--- config.mk ---
export PLATFORM = sky130hd
export DESIGN_NAME = fb_ddr_arb_flat
export DESIGN_NICKNAME = d
export VERILOG_FILES = /design/src/rtl/fb_ddr_pkg.sv /design/src/rtl/fb_ddr_arb_if.sv /design/src/rtl/fb_ddr_wfifo.sv /design/src/rtl/fb_ddr_arb.sv /design/src/flat_wrapper.sv
export SDC_FILE = /design/constraint.sdc
export NUM_CORES = 2
export LEC_CHECK = 0
export ABC_AREA = 0
export ABC_CLOCK_PERIOD_IN_PS = 12160
export CORE_MARGIN = 1.5
export CORE_UTILIZATION = 50
export CTS_BUF_LIST = sky130_fd_sc_hd__clkbuf_8
export DETAILED_ROUTE_END_ITERATION = 10
export GPL_ROUTABILITY_DRIVEN = 1
export PLACE_DENSITY = 0.71
export SLEW_MARGIN = 0
export SYNTH_ARGS = -nofsm -noshare
export SYNTH_HDL_FRONTEND = slang
export SYNTH_HIERARCHICAL = 1
export SYNTH_SLANG_ARGS = --single-unit
--- constraint.sdc ---
create_clock -name clk_video -period 12.16 [get_ports clk_video]
set_input_delay 2.432 -clock clk_video [delete_from_list [all_inputs] [get_ports clk_video]]
set_output_delay 2.432 -clock clk_video [all_outputs]
set_load 0.1 [all_outputs]
--- src/rtl/fb_ddr_pkg.sv ---
// -----------------------------------------------------------------------------
// fb_ddr_pkg
// Shared definitions for the rotated-framebuffer DDRAM arbiter:
//   - DDRAM address / data / byte-enable widths
//   - packed write-entry layout held in the posted-write FIFO (29+64+8 = 101)
//   - arbiter FSM state encodings
//   - burst_len(): maps a requested burst length of 0 onto 1
// -----------------------------------------------------------------------------
package fb_ddr_pkg;

  localparam int DDR_AW  = 29;
  localparam int DDR_DW  = 64;
  localparam int DDR_BEW = 8;
  localparam int WENT_W  = DDR_AW + DDR_DW + DDR_BEW;

  localparam logic [1:0] ENC_IDLE    = 2'd0;
  localparam logic [1:0] ENC_WR      = 2'd1;
  localparam logic [1:0] ENC_RD_CMD  = 2'd2;
  localparam logic [1:0] ENC_RD_DATA = 2'd3;

  typedef enum logic [1:0] {
    ST_IDLE    = ENC_IDLE,
    ST_WR      = ENC_WR,
    ST_RD_CMD  = ENC_RD_CMD,
    ST_RD_DATA = ENC_RD_DATA
  } state_t;

  typedef struct packed {
    logic [DDR_AW-1:0]  addr;
    logic [DDR_DW-1:0]  din;
    logic [DDR_BEW-1:0] be;
  } wr_entry_t;

  function automatic logic [7:0] burst_len(input logic [7:0] len);
    return (len == 8'd0) ? 8'd1 : len;
  endfunction

endpackage

--- src/rtl/fb_ddr_arb_if.sv ---
// -----------------------------------------------------------------------------
// fb_ddr_arb_if
// Bundles the arbiter's requester-side and DDRAM-side signals.
//   slave  : view used by fb_ddr_arb
//   master : view used by the surrounding logic (rotator, core, DDRAM pins)
// Signals:
//   wr_req/wr_addr/wr_din/wr_be, wr_ovf       posted rotator writes
//   rd_req/rd_addr/rd_len, rd_ack/rd_dout/
//   rd_dv/rd_done                             core burst reads
//   DDRAM_*                                   Avalon-style DDRAM port
// -----------------------------------------------------------------------------
interface fb_ddr_arb_if;
  import fb_ddr_pkg::*;

  logic               wr_req;
  logic [DDR_AW-1:0]  wr_addr;
  logic [DDR_DW-1:0]  wr_din;
  logic [DDR_BEW-1:0] wr_be;
  logic               wr_ovf;

  logic               rd_req;
  logic [DDR_AW-1:0]  rd_addr;
  logic [7:0]         rd_len;
  logic               rd_ack;
  logic [DDR_DW-1:0]  rd_dout;
  logic               rd_dv;
  logic               rd_done;

  logic               DDRAM_BUSY;
  logic [7:0]         DDRAM_BURSTCNT;
  logic [DDR_AW-1:0]  DDRAM_ADDR;
  logic [DDR_DW-1:0]  DDRAM_DIN;
  logic [DDR_BEW-1:0] DDRAM_BE;
  logic               DDRAM_WE;
  logic               DDRAM_RD;
  logic [DDR_DW-1:0]  DDRAM_DOUT;
  logic               DDRAM_DOUT_READY;

  modport slave (
    input  wr_req, wr_addr, wr_din, wr_be,
    output wr_ovf,
    input  rd_req, rd_addr, rd_len,
    output rd_ack, rd_dout, rd_dv, rd_done,
    input  DDRAM_BUSY, DDRAM_DOUT, DDRAM_DOUT_READY,
    output DDRAM_BURSTCNT, DDRAM_ADDR, DDRAM_DIN, DDRAM_BE, DDRAM_WE, DDRAM_RD
  );

  modport master (
    output wr_req, wr_addr, wr_din, wr_be,
    input  wr_ovf,
    output rd_req, rd_addr, rd_len,
    input  rd_ack, rd_dout, rd_dv, rd_done,
    output DDRAM_BUSY, DDRAM_DOUT, DDRAM_DOUT_READY,
    input  DDRAM_BURSTCNT, DDRAM_ADDR, DDRAM_DIN, DDRAM_BE, DDRAM_WE, DDRAM_RD
  );

endinterface

--- src/rtl/fb_ddr_wfifo.sv ---
// -----------------------------------------------------------------------------
// fb_ddr_wfifo
// Synchronous FIFO for posted rotator writes. A push is admitted only when the
// FIFO is not full at the start of the cycle; a pop in the same cycle does not
// make room for it.
// Ports:
//   clk_video, rst      clock, synchronous active-high reset
//   i_push_req          push request (one entry)
//   i_push_data         entry to store
//   i_pop               remove the head entry
//   o_head              current head entry (valid when !o_empty)
//   o_level             occupancy, 0..2^AW
//   o_empty             level == 0
//   o_drop              push requested while full (entry discarded)
// -----------------------------------------------------------------------------
module fb_ddr_wfifo
  import fb_ddr_pkg::*;
#(
  parameter int AW = 4
) (
  input  logic        clk_video,
  input  logic        rst,
  input  logic        i_push_req,
  input  wr_entry_t   i_push_data,
  input  logic        i_pop,
  output wr_entry_t   o_head,
  output logic [AW:0] o_level,
  output logic        o_empty,
  output logic        o_drop
);

  localparam logic [AW:0] DEPTH = (AW+1)'(2**AW);

  logic [WENT_W-1:0] r_mem [2**AW];
  logic [AW-1:0]     r_wr_ptr;
  logic [AW-1:0]     r_rd_ptr;
  logic [AW:0]       r_level;
  logic              w_full;
  logic              w_push;
  logic              w_pop;

  assign w_full  = (r_level == DEPTH);
  assign o_empty = (r_level == '0);
  assign w_push  = i_push_req & ~w_full;
  assign w_pop   = i_pop & ~o_empty;
  assign o_drop  = i_push_req & w_full;
  assign o_level = r_level;
  assign o_head  = wr_entry_t'(r_mem[r_rd_ptr]);

  // NOTE: the storage array is deliberately left out of reset; pointers and
  // level define which entries are valid, and an unreset array maps to RAM.
  always_ff @(posedge clk_video) begin
    if (w_push) r_mem[r_wr_ptr] <= i_push_data;
  end

  // NOTE: sequential state uses non-blocking assignments so every register
  // samples pre-edge values regardless of statement order.
  always_ff @(posedge clk_video) begin
    if (rst) begin
      r_wr_ptr <= '0;
      r_rd_ptr <= '0;
      r_level  <= '0;
    end else begin
      if (w_push) r_wr_ptr <= r_wr_ptr + AW'(1);
      if (w_pop)  r_rd_ptr <= r_rd_ptr + AW'(1);
      case ({w_push, w_pop})
        2'b10:   r_level <= r_level + (AW+1)'(1);
        2'b01:   r_level <= r_level - (AW+1)'(1);
        default: r_level <= r_level;
      endcase
    end
  end

endmodule

--- src/rtl/fb_ddr_arb.sv ---
// -----------------------------------------------------------------------------
// fb_ddr_arb
// Shares one DDRAM port between the rotator's posted single-word writes
// (buffered in fb_ddr_wfifo) and a core-side burst reader. Reads win unless
// the write FIFO has reached HIWAT. All outputs are registered.
// Parameters: FIFO_AW (FIFO depth 2^FIFO_AW), HIWAT (write-priority level).
// Ports:
//   clk_video, rst      clock, synchronous active-high reset
//   bus                 fb_ddr_arb_if.slave: requester and DDRAM signals
//   stat_drop           (FB_DDR_ARB_STATS_EN) saturating dropped-write count
//   stat_peak           (FB_DDR_ARB_STATS_EN) highest FIFO level seen
// Optional feature macro: FB_DDR_ARB_STATS_EN.
// -----------------------------------------------------------------------------
module fb_ddr_arb
  import fb_ddr_pkg::*;
#(
  parameter int FIFO_AW = 4,
  parameter int HIWAT   = 8
) (
  input  logic             clk_video,
  input  logic             rst,
  fb_ddr_arb_if.slave      bus
`ifdef FB_DDR_ARB_STATS_EN
  ,
  output logic [15:0]      stat_drop,
  output logic [FIFO_AW:0] stat_peak
`endif
);

  localparam logic [FIFO_AW:0] L_HIWAT = (FIFO_AW+1)'(HIWAT);

  wr_entry_t          w_push_data;
  wr_entry_t          w_head;
  logic [FIFO_AW:0]   w_level;
  logic               w_empty;
  logic               w_drop;
  logic               w_pop;

  state_t             r_state, w_state_nxt;
  logic               r_we, w_we_nxt;
  logic               r_rd, w_rd_nxt;
  logic [DDR_AW-1:0]  r_addr, w_addr_nxt;
  logic [DDR_DW-1:0]  r_din, w_din_nxt;
  logic [DDR_BEW-1:0] r_be, w_be_nxt;
  logic [7:0]         r_bcnt, w_bcnt_nxt;
  logic               r_ack, w_ack_nxt;
  logic               r_dv, w_dv_nxt;
  logic [DDR_DW-1:0]  r_dout, w_dout_nxt;
  logic               r_done, w_done_nxt;
  logic [7:0]         r_cnt, w_cnt_nxt;
  logic               r_ovf;
  logic               w_go_rd;
  logic               w_go_wr;

  assign w_push_data = '{addr: bus.wr_addr, din: bus.wr_din, be: bus.wr_be};

  fb_ddr_wfifo #(.AW(FIFO_AW)) u_wfifo (
    .clk_video   (clk_video),
    .rst         (rst),
    .i_push_req  (bus.wr_req),
    .i_push_data (w_push_data),
    .i_pop       (w_pop),
    .o_head      (w_head),
    .o_level     (w_level),
    .o_empty     (w_empty),
    .o_drop      (w_drop)
  );

  // IDLE arbitration: a pending read goes first unless writes have backed up
  // to HIWAT; otherwise drain writes; an idle FIFO lets any read through.
  always_comb begin
    w_go_rd = 1'b0;
    w_go_wr = 1'b0;
    if (r_state == ST_IDLE) begin
      if (bus.rd_req && (w_level < L_HIWAT)) w_go_rd = 1'b1;
      else if (!w_empty)                     w_go_wr = 1'b1;
      else if (bus.rd_req)                   w_go_rd = 1'b1;
    end
  end

  // Next-state and next-output logic. Outputs are computed for the state
  // being entered so that the registered copies line up with r_state.
  // NOTE: every signal gets a default before the case; a path that leaves one
  // unassigned would infer a latch.
  always_comb begin
    w_state_nxt = r_state;
    w_we_nxt    = 1'b0;
    w_rd_nxt    = 1'b0;
    w_addr_nxt  = r_addr;
    w_din_nxt   = r_din;
    w_be_nxt    = r_be;
    w_bcnt_nxt  = r_bcnt;
    w_ack_nxt   = 1'b0;
    w_dv_nxt    = 1'b0;
    w_dout_nxt  = r_dout;
    w_done_nxt  = 1'b0;
    w_cnt_nxt   = r_cnt;
    w_pop       = 1'b0;

    case (r_state)
      ST_IDLE: begin
        if (w_go_rd) begin
          w_state_nxt = ST_RD_CMD;
          w_rd_nxt    = 1'b1;
          w_addr_nxt  = bus.rd_addr;
          w_bcnt_nxt  = burst_len(bus.rd_len);
        end else if (w_go_wr) begin
          w_state_nxt = ST_WR;
          w_we_nxt    = 1'b1;
          w_addr_nxt  = w_head.addr;
          w_din_nxt   = w_head.din;
          w_be_nxt    = w_head.be;
          w_bcnt_nxt  = 8'd1;
        end
      end
      ST_WR: begin
        if (!bus.DDRAM_BUSY) begin
          w_pop       = 1'b1;
          w_state_nxt = ST_IDLE;
        end else begin
          w_we_nxt    = 1'b1;
        end
      end
      ST_RD_CMD: begin
        if (!bus.DDRAM_BUSY) begin
          w_ack_nxt   = 1'b1;
          w_cnt_nxt   = r_bcnt;
          w_state_nxt = ST_RD_DATA;
        end else begin
          w_rd_nxt    = 1'b1;
        end
      end
      ST_RD_DATA: begin
        if (bus.DDRAM_DOUT_READY) begin
          w_dv_nxt   = 1'b1;
          w_dout_nxt = bus.DDRAM_DOUT;
          w_cnt_nxt  = r_cnt - 8'd1;
          if (r_cnt == 8'd1) begin
            w_done_nxt  = 1'b1;
            w_state_nxt = ST_IDLE;
          end
        end
      end
      default: w_state_nxt = ST_IDLE;
    endcase
  end

  always_ff @(posedge clk_video) begin
    if (rst) begin
      r_state <= ST_IDLE;
      r_we    <= 1'b0;
      r_rd    <= 1'b0;
      r_addr  <= '0;
      r_din   <= '0;
      r_be    <= '0;
      r_bcnt  <= '0;
      r_ack   <= 1'b0;
      r_dv    <= 1'b0;
      r_dout  <= '0;
      r_done  <= 1'b0;
      r_cnt   <= '0;
      r_ovf   <= 1'b0;
    end else begin
      r_state <= w_state_nxt;
      r_we    <= w_we_nxt;
      r_rd    <= w_rd_nxt;
      r_addr  <= w_addr_nxt;
      r_din   <= w_din_nxt;
      r_be    <= w_be_nxt;
      r_bcnt  <= w_bcnt_nxt;
      r_ack   <= w_ack_nxt;
      r_dv    <= w_dv_nxt;
      r_dout  <= w_dout_nxt;
      r_done  <= w_done_nxt;
      r_cnt   <= w_cnt_nxt;
      r_ovf   <= r_ovf | w_drop;
    end
  end

  assign bus.DDRAM_WE       = r_we;
  assign bus.DDRAM_RD       = r_rd;
  assign bus.DDRAM_ADDR     = r_addr;
  assign bus.DDRAM_DIN      = r_din;
  assign bus.DDRAM_BE       = r_be;
  assign bus.DDRAM_BURSTCNT = r_bcnt;
  assign bus.rd_ack         = r_ack;
  assign bus.rd_dv          = r_dv;
  assign bus.rd_dout        = r_dout;
  assign bus.rd_done        = r_done;
  assign bus.wr_ovf         = r_ovf;

`ifdef FB_DDR_ARB_STATS_EN
  logic [15:0]      r_stat_drop;
  logic [FIFO_AW:0] r_stat_peak;

  always_ff @(posedge clk_video) begin
    if (rst) begin
      r_stat_drop <= '0;
      r_stat_peak <= '0;
    end else begin
      if (w_drop && (r_stat_drop != 16'hFFFF)) r_stat_drop <= r_stat_drop + 16'd1;
      if (w_level > r_stat_peak)               r_stat_peak <= w_level;
    end
  end

  assign stat_drop = r_stat_drop;
  assign stat_peak = r_stat_peak;
`endif

endmodule

--- src/flat_wrapper.sv ---
// flat-port wrapper written by rule: the top's interface ports become plain ports
module fb_ddr_arb_flat import fb_ddr_pkg::*;
#(
  parameter int FIFO_AW = 4,
  parameter int HIWAT   = 8
)
  (clk_video, rst, bus_wr_req, bus_wr_addr, bus_wr_din, bus_wr_be, bus_wr_ovf, bus_rd_req, bus_rd_addr, bus_rd_len, bus_rd_ack, bus_rd_dout, bus_rd_dv, bus_rd_done, bus_DDRAM_BUSY, bus_DDRAM_DOUT, bus_DDRAM_DOUT_READY, bus_DDRAM_BURSTCNT, bus_DDRAM_ADDR, bus_DDRAM_DIN, bus_DDRAM_BE, bus_DDRAM_WE, bus_DDRAM_RD);
  fb_ddr_arb_if bus_i ();
  input  logic clk_video;
  input  logic rst;
  input wire logic [$bits(bus_i.wr_req)-1:0] bus_wr_req;
  input wire logic [$bits(bus_i.wr_addr)-1:0] bus_wr_addr;
  input wire logic [$bits(bus_i.wr_din)-1:0] bus_wr_din;
  input wire logic [$bits(bus_i.wr_be)-1:0] bus_wr_be;
  output wire logic [$bits(bus_i.wr_ovf)-1:0] bus_wr_ovf;
  input wire logic [$bits(bus_i.rd_req)-1:0] bus_rd_req;
  input wire logic [$bits(bus_i.rd_addr)-1:0] bus_rd_addr;
  input wire logic [$bits(bus_i.rd_len)-1:0] bus_rd_len;
  output wire logic [$bits(bus_i.rd_ack)-1:0] bus_rd_ack;
  output wire logic [$bits(bus_i.rd_dout)-1:0] bus_rd_dout;
  output wire logic [$bits(bus_i.rd_dv)-1:0] bus_rd_dv;
  output wire logic [$bits(bus_i.rd_done)-1:0] bus_rd_done;
  input wire logic [$bits(bus_i.DDRAM_BUSY)-1:0] bus_DDRAM_BUSY;
  input wire logic [$bits(bus_i.DDRAM_DOUT)-1:0] bus_DDRAM_DOUT;
  input wire logic [$bits(bus_i.DDRAM_DOUT_READY)-1:0] bus_DDRAM_DOUT_READY;
  output wire logic [$bits(bus_i.DDRAM_BURSTCNT)-1:0] bus_DDRAM_BURSTCNT;
  output wire logic [$bits(bus_i.DDRAM_ADDR)-1:0] bus_DDRAM_ADDR;
  output wire logic [$bits(bus_i.DDRAM_DIN)-1:0] bus_DDRAM_DIN;
  output wire logic [$bits(bus_i.DDRAM_BE)-1:0] bus_DDRAM_BE;
  output wire logic [$bits(bus_i.DDRAM_WE)-1:0] bus_DDRAM_WE;
  output wire logic [$bits(bus_i.DDRAM_RD)-1:0] bus_DDRAM_RD;
  assign bus_i.wr_req = bus_wr_req;
  assign bus_i.wr_addr = bus_wr_addr;
  assign bus_i.wr_din = bus_wr_din;
  assign bus_i.wr_be = bus_wr_be;
  assign bus_wr_ovf = bus_i.wr_ovf;
  assign bus_i.rd_req = bus_rd_req;
  assign bus_i.rd_addr = bus_rd_addr;
  assign bus_i.rd_len = bus_rd_len;
  assign bus_rd_ack = bus_i.rd_ack;
  assign bus_rd_dout = bus_i.rd_dout;
  assign bus_rd_dv = bus_i.rd_dv;
  assign bus_rd_done = bus_i.rd_done;
  assign bus_i.DDRAM_BUSY = bus_DDRAM_BUSY;
  assign bus_i.DDRAM_DOUT = bus_DDRAM_DOUT;
  assign bus_i.DDRAM_DOUT_READY = bus_DDRAM_DOUT_READY;
  assign bus_DDRAM_BURSTCNT = bus_i.DDRAM_BURSTCNT;
  assign bus_DDRAM_ADDR = bus_i.DDRAM_ADDR;
  assign bus_DDRAM_DIN = bus_i.DDRAM_DIN;
  assign bus_DDRAM_BE = bus_i.DDRAM_BE;
  assign bus_DDRAM_WE = bus_i.DDRAM_WE;
  assign bus_DDRAM_RD = bus_i.DDRAM_RD;
  fb_ddr_arb #(.FIFO_AW(FIFO_AW), .HIWAT(HIWAT)) u_core (.clk_video(clk_video), .rst(rst), .bus(bus_i));
endmodule
=== Yosys cells after proc, flatten, opt, wreduce, memory -nomap -nowiden ===
Memories as Yosys holds them, arrays and structs flattened. A register that Yosys moved wholly into a read port is not among the register bits.
Cells that the tools add are included.

* Register bits after elaboration: 202
* Bits in writable memories: 1616
* Input bits: 208
* Word-level logic and storage cells: 97
* Memories: 1

* Add/subtract/negate cells: 5
* Magnitude comparators: 1
* Equality and inequality tests: 12
* Muxes and demuxes: 37
* Bitwise gates (word level): 10
* Reduce and logical (&&, ||, !) cells: 15

{| class="wikitable"
|+ Memory list
! name !! words !! bits a word !! rd ports !! clocked after memory_dff !! wr ports !! line !! text
|-
| u_core.u_wfifo.r_mem || 16 || 101 || 1 || 1 || 1 || fb_ddr_wfifo.sv:34 || <nowiki>logic [WENT_W-1:0] r_mem [2**AW];</nowiki>
|}

{| class="wikitable"
|+ Operators with widths
! kind !! number
|-
| $mux 29 || 2
|-
| $mux 8 || 5
|-
| $mux 1 || 17
|-
| $pmux 8 s2 || 1
|-
| $mux 2 || 6
|-
| $pmux 5 s2 || 1
|-
| $add 4x1->4 const B || 2
|-
| $eq 8x1->1 const B || 1
|-
| $logic_not 8->1 || 1
|-
| $mux 4 || 2
|-
| $pmux 2 s4 || 1
|-
| $sub 8x1->8 const B || 1
|-
| $eq 2x2->1 const B || 3
|-
| $ne 2x2->1 const B || 3
|-
| $not 1->1 || 6
|-
| $reduce_and 3->1 || 2
|-
| $reduce_bool 2->1 || 3
|-
| $add 5x1->5 const B || 1
|-
| $eq 5x5->1 const B || 1
|-
| $logic_not 5->1 || 1
|-
| $lt 5x4->1 const B || 1
|-
| $reduce_and 5->1 || 1
|-
| $sub 5x1->5 const B || 1
|-
| $eq 2x1->1 const B || 2
|-
| 10 further kinds || 15
|}

=== Longest topological paths before layout ===
* Word-level depth: 7
* Mapped depth: 13
* Depth with buffers taken out: 10

=== Hierarchy ===
The synthesis kept the hierarchy.

{| class="wikitable"
|+ Modules (own cells, without submodules)
! module !! times used !! cells an instance !! area each (µm²)
|-
| fb_ddr_wfifo || 1 || 2589 || 61378.9
|-
| fb_ddr_arb || 1 || 889 || 7168.1
|}

=== Worst setup path after synthesis ===
Ideal clock, no wire load.

* Path type: input port to flip-flop
* From: input bus_wr_req
* To: memory u_core/u_wfifo/r_mem[0][0] (netlist name) (enable)
* Setup time: 0.685 ns
* Arrival time: 9.816 ns
* Required time: 11.475 ns
* Path slack: 1.659 ns
* Stages on the path: 3
* Path buffers: 0
* Cell sequence: a21boi_1 > nand2_1 > nor3_1

* Longest elaborated chain between the ends: 3

{| class="wikitable"
|+ Ends and longest elaborated chain
! what !! line !! text
|-
| start: declaration || flat_wrapper.sv:11 || <nowiki>input wire logic [$bits(bus_i.wr_req)-1:0] bus_wr_req;</nowiki>
|-
| $and 1x1->1 || fb_ddr_wfifo.sv:44 || <nowiki>assign w_push = i_push_req & ~w_full;</nowiki>
|-
| $mux 1 || fb_ddr_wfifo.sv:53 || <nowiki>if (w_push) r_mem[r_wr_ptr] <= i_push_data;</nowiki>
|-
| $mux 1 (not written as such) || fb_ddr_wfifo.sv:53 ||
|-
| end: declaration || fb_ddr_wfifo.sv:34 ||
|}

No other way between the ends.

=== Worst setup path after layout ===
* From: input bus_wr_req
* To: memory u_core/u_wfifo/r_mem[6][40] (netlist name) (enable)

Same word-level chain as after synthesis.

==> run summary <==
outcome = finished, final reports clean
CTS resizes = 0
Vert. Die Dim = 373 um
Initial Util = 50.5%
Worst EP arrival = 6.34 ns
CP Cell Sequence = clkdlybuf4s50_1 -> a21boi_1 -> nand2_1 -> nor2_4 -> buf_4 -> buf_4
cell family with most CP delay = buffers and inverters
I/O pin cnt = 387
TritonCTS Buffers = 304
Final ANT Viol Nets = 0
r2r worst-path depth = 7
gr ovfl total = 0
antenna violations before repair = 19
first-pass GRT wire length = 231000 um
Clock Latency Late Sink = 0.99 ns
most frequent cells in the layout = edfxtp_1 (1616), nand2_1 (415), mux4_2 (404), clkdlybuf4s50_1 (383), clkbuf_8 (323)
Worst path depth = 6
via count = 35.2k
fmax = 0.174 GHz
Setup crit start kind = input port
die width = 373 um
Critical-path top delay cell = buf_4
Area Overhead vs Synth = 15.9%
gpl congestion = 0.760
Post-layout nets = 4234
CP max stage delay = 0.83 ns
CTS tree = built
drt drc = 0
count of buffers from port buffering = 386
vias in the first global route = 36.2k
Mapped Cells = 3478
root buf cell = clkbuf_8
fin crit period = 5.73 ns
total die area = 139000 um2
Ys Warns = 6
WL per Instance = 25.6 um
setup TNS = 0 ns
row cnt = 135
clock transition at the registers of the reported paths = 0.05 ns
drt initial violations = 3109
Min-Delay Path Depth = 2
GRT Total Usage = 22.1%
register area share after synthesis = 76.8%
CP endpoint kind = flip-flop
Final Hold Viols = 0
dominant synthesized flop cell = edfxtp_1
post-CTS setup buffers = 0
Slew Limit Fails = 0
hpwl dp = 87300 um
Buf/Inv on CP = 3
Power Dens Cells = 161 nW/um2
Seq cells post-synth = 1822
CTS Sinks = 1822
most common library cell in the layout ignoring fill and taps = edfxtp_1
Max-slew headroom = 17.7%
worst hold-check path type = flip-flop to flip-flop
worst vdd ir = 0.116 mV
share of layout cells above drive strength 1 = 20.8%
period utilisation layout = 47.2%
H-tree level count = 5
Worst path most repeated cell = buf_4
Netlist cell types = 61
Avg Inst Size Synth = 19.7 um2
PnR Total Power = 12.8 mW
WHS = 0.451 ns
DRT Pass-1 Iters = 5
hold_buf cts = 0
largest net degree at the start of global routing = 150
leakage = 25.1 nW
Core ar. = 136000 um2
CTS Buffer Depth = 4
max-cap violation count = 0
worst setup path class = input port to flip-flop
post-synthesis async set-or-reset flop share = 0%
Post-synth EDFFs = 1616
Worst Tran Pin Value = 1.23 ns
RSZ-0062 raised after global routing = false
Routed WL = 154000 um
clock skew = 0.0488 ns
setup violators final = 0
CP Max Fanout = 49
Via density = 5.85
Mapped Area = 68500 um2
Worst Path Required = 12.76 ns
Post-Syn Nets = 3696
[registers in the layout (all words and copies together), names as in the netlist, named ones only]
name	count
u_core/r_cnt	8
u_core/bus.wr_ovf	1
u_core/u_wfifo/r_mem	1616
u_core/bus.DDRAM_RD	1
u_core/r_state	2
u_core/u_wfifo/r_rd_ptr	4
u_core/u_wfifo/o_level	5
u_core/bus.DDRAM_BE	8
u_core/bus.DDRAM_ADDR	29
u_core/bus.DDRAM_WE	1
u_core/bus.rd_dv	1
u_core/bus.rd_dout	64
u_core/bus.rd_done	1
u_core/bus.DDRAM_DIN	64
u_core/u_wfifo/r_wr_ptr	4
u_core/bus.rd_ack	1
u_core/bus.DDRAM_BURSTCNT	8
[tightest hold or removal path: cells and delay by family, from the launching register on]
family             cells  cell delay (ns)
AOI/OAI and AO/OA      1             0.05
DFF                    1             0.30
and+or+nand+nor        1             0.05
[cell usage after synthesis (all sizes together), types with 3 or more instances]
master | count | area (um2)
o21a | 4 | 30.0
a221oi | 3 | 26.3
nand2 | 416 | 1560
o211ai | 8 | 88.8
and2 | 5 | 31.3
a211oi | 32 | 350
nand2b | 4 | 25.0
mux4 | 404 | 9100
nor4 | 5 | 31.3
o21ai | 14 | 81.3
dfxtp | 206 | 4120
nor3 | 9 | 45.0
or4 | 3 | 26.3
ha | 10 | 125
xor2 | 7 | 61.3
a21o | 3 | 22.5
mux2i | 3 | 30.0
inv | 13 | 48.8
nor2b | 3 | 18.8
a21oi | 176 | 896
edfxtp | 1616 | 48500
and3 | 4 | 25.0
nor2 | 79 | 297
o31ai | 4 | 30.0
a22oi | 209 | 1570
buf | 128 | 828
clkbuf | 85 | 319
nor3b | 3 | 22.5
[layer usage]
layer	GRT usage, %	part of all wire, %
met1	30.2	41
met4	7.38	2.5
met3	5.36	7.9
met2	35.3	49
met5	0	0.055
[cells by family after synthesis]
family          after synthesis  synth area share (%)
buf+inv                     226                  1.75
compound gates              461                  4.65
flops                      1822                  76.8
simple gates                543                  3.17
fa+ha+maj                    10                 0.183
mux                         408                  13.3
xor+xnor                      8                 0.102
[per-stage QoR]
stage | instance area [um2] | std cells | setup WS (ns) | util (%)
finish | 79400 | 6010 | 6.43 | 58.5
global route | 79400 | 6008 | 6.37 | 58.5
CTS | 79400 | 6005 | 6.60 | 58.5
detailed placement | 74100 | 5491 | 5.51 | 54.6
global placement | 74100 | 5491 | 5.57 | 54.6
floorplan | 68500 | 3478 | 1.66 | -
[where the power goes]
group | switching [mW] | internal [mW] | leakage [nW] | total [mW]
registers | 0.0544 | 6.94 | 16.3 | 6.99
clock network | 2.28 | 2.51 | 3.12 | 4.78
logic | 0.695 | 0.297 | 5.68 | 0.992
total | 3.02 | 9.74 | 25.1 | 12.8
[area by class of cell]
class	instances	area [um2]
antenna	5	12.5
clock buffer	322	4430
clock inverter	192	880
fill	9909	56400
inverter	13	48.8
multi-input combinational	1430	14900
sequential	1822	52700
tap	1781	2230
timing repair buffer	445	4330
[final timing paths]
check | start | endpoint | slack, ns
worst max register to register | flip-flop | u_core/bus.DDRAM_ADDR[19] | 7.74
worst max-delay path | bus_wr_req | u_core/u_wfifo/r_mem[6][40] | 6.43
worst min-delay path | u_core/bus.DDRAM_DIN[42] | u_core/bus.DDRAM_DIN[42] | 0.45
worst min register to register | u_core/bus.DDRAM_DIN[42] | u_core/bus.DDRAM_DIN[42] | 0.45
Power figures use the tool's default switching activity.
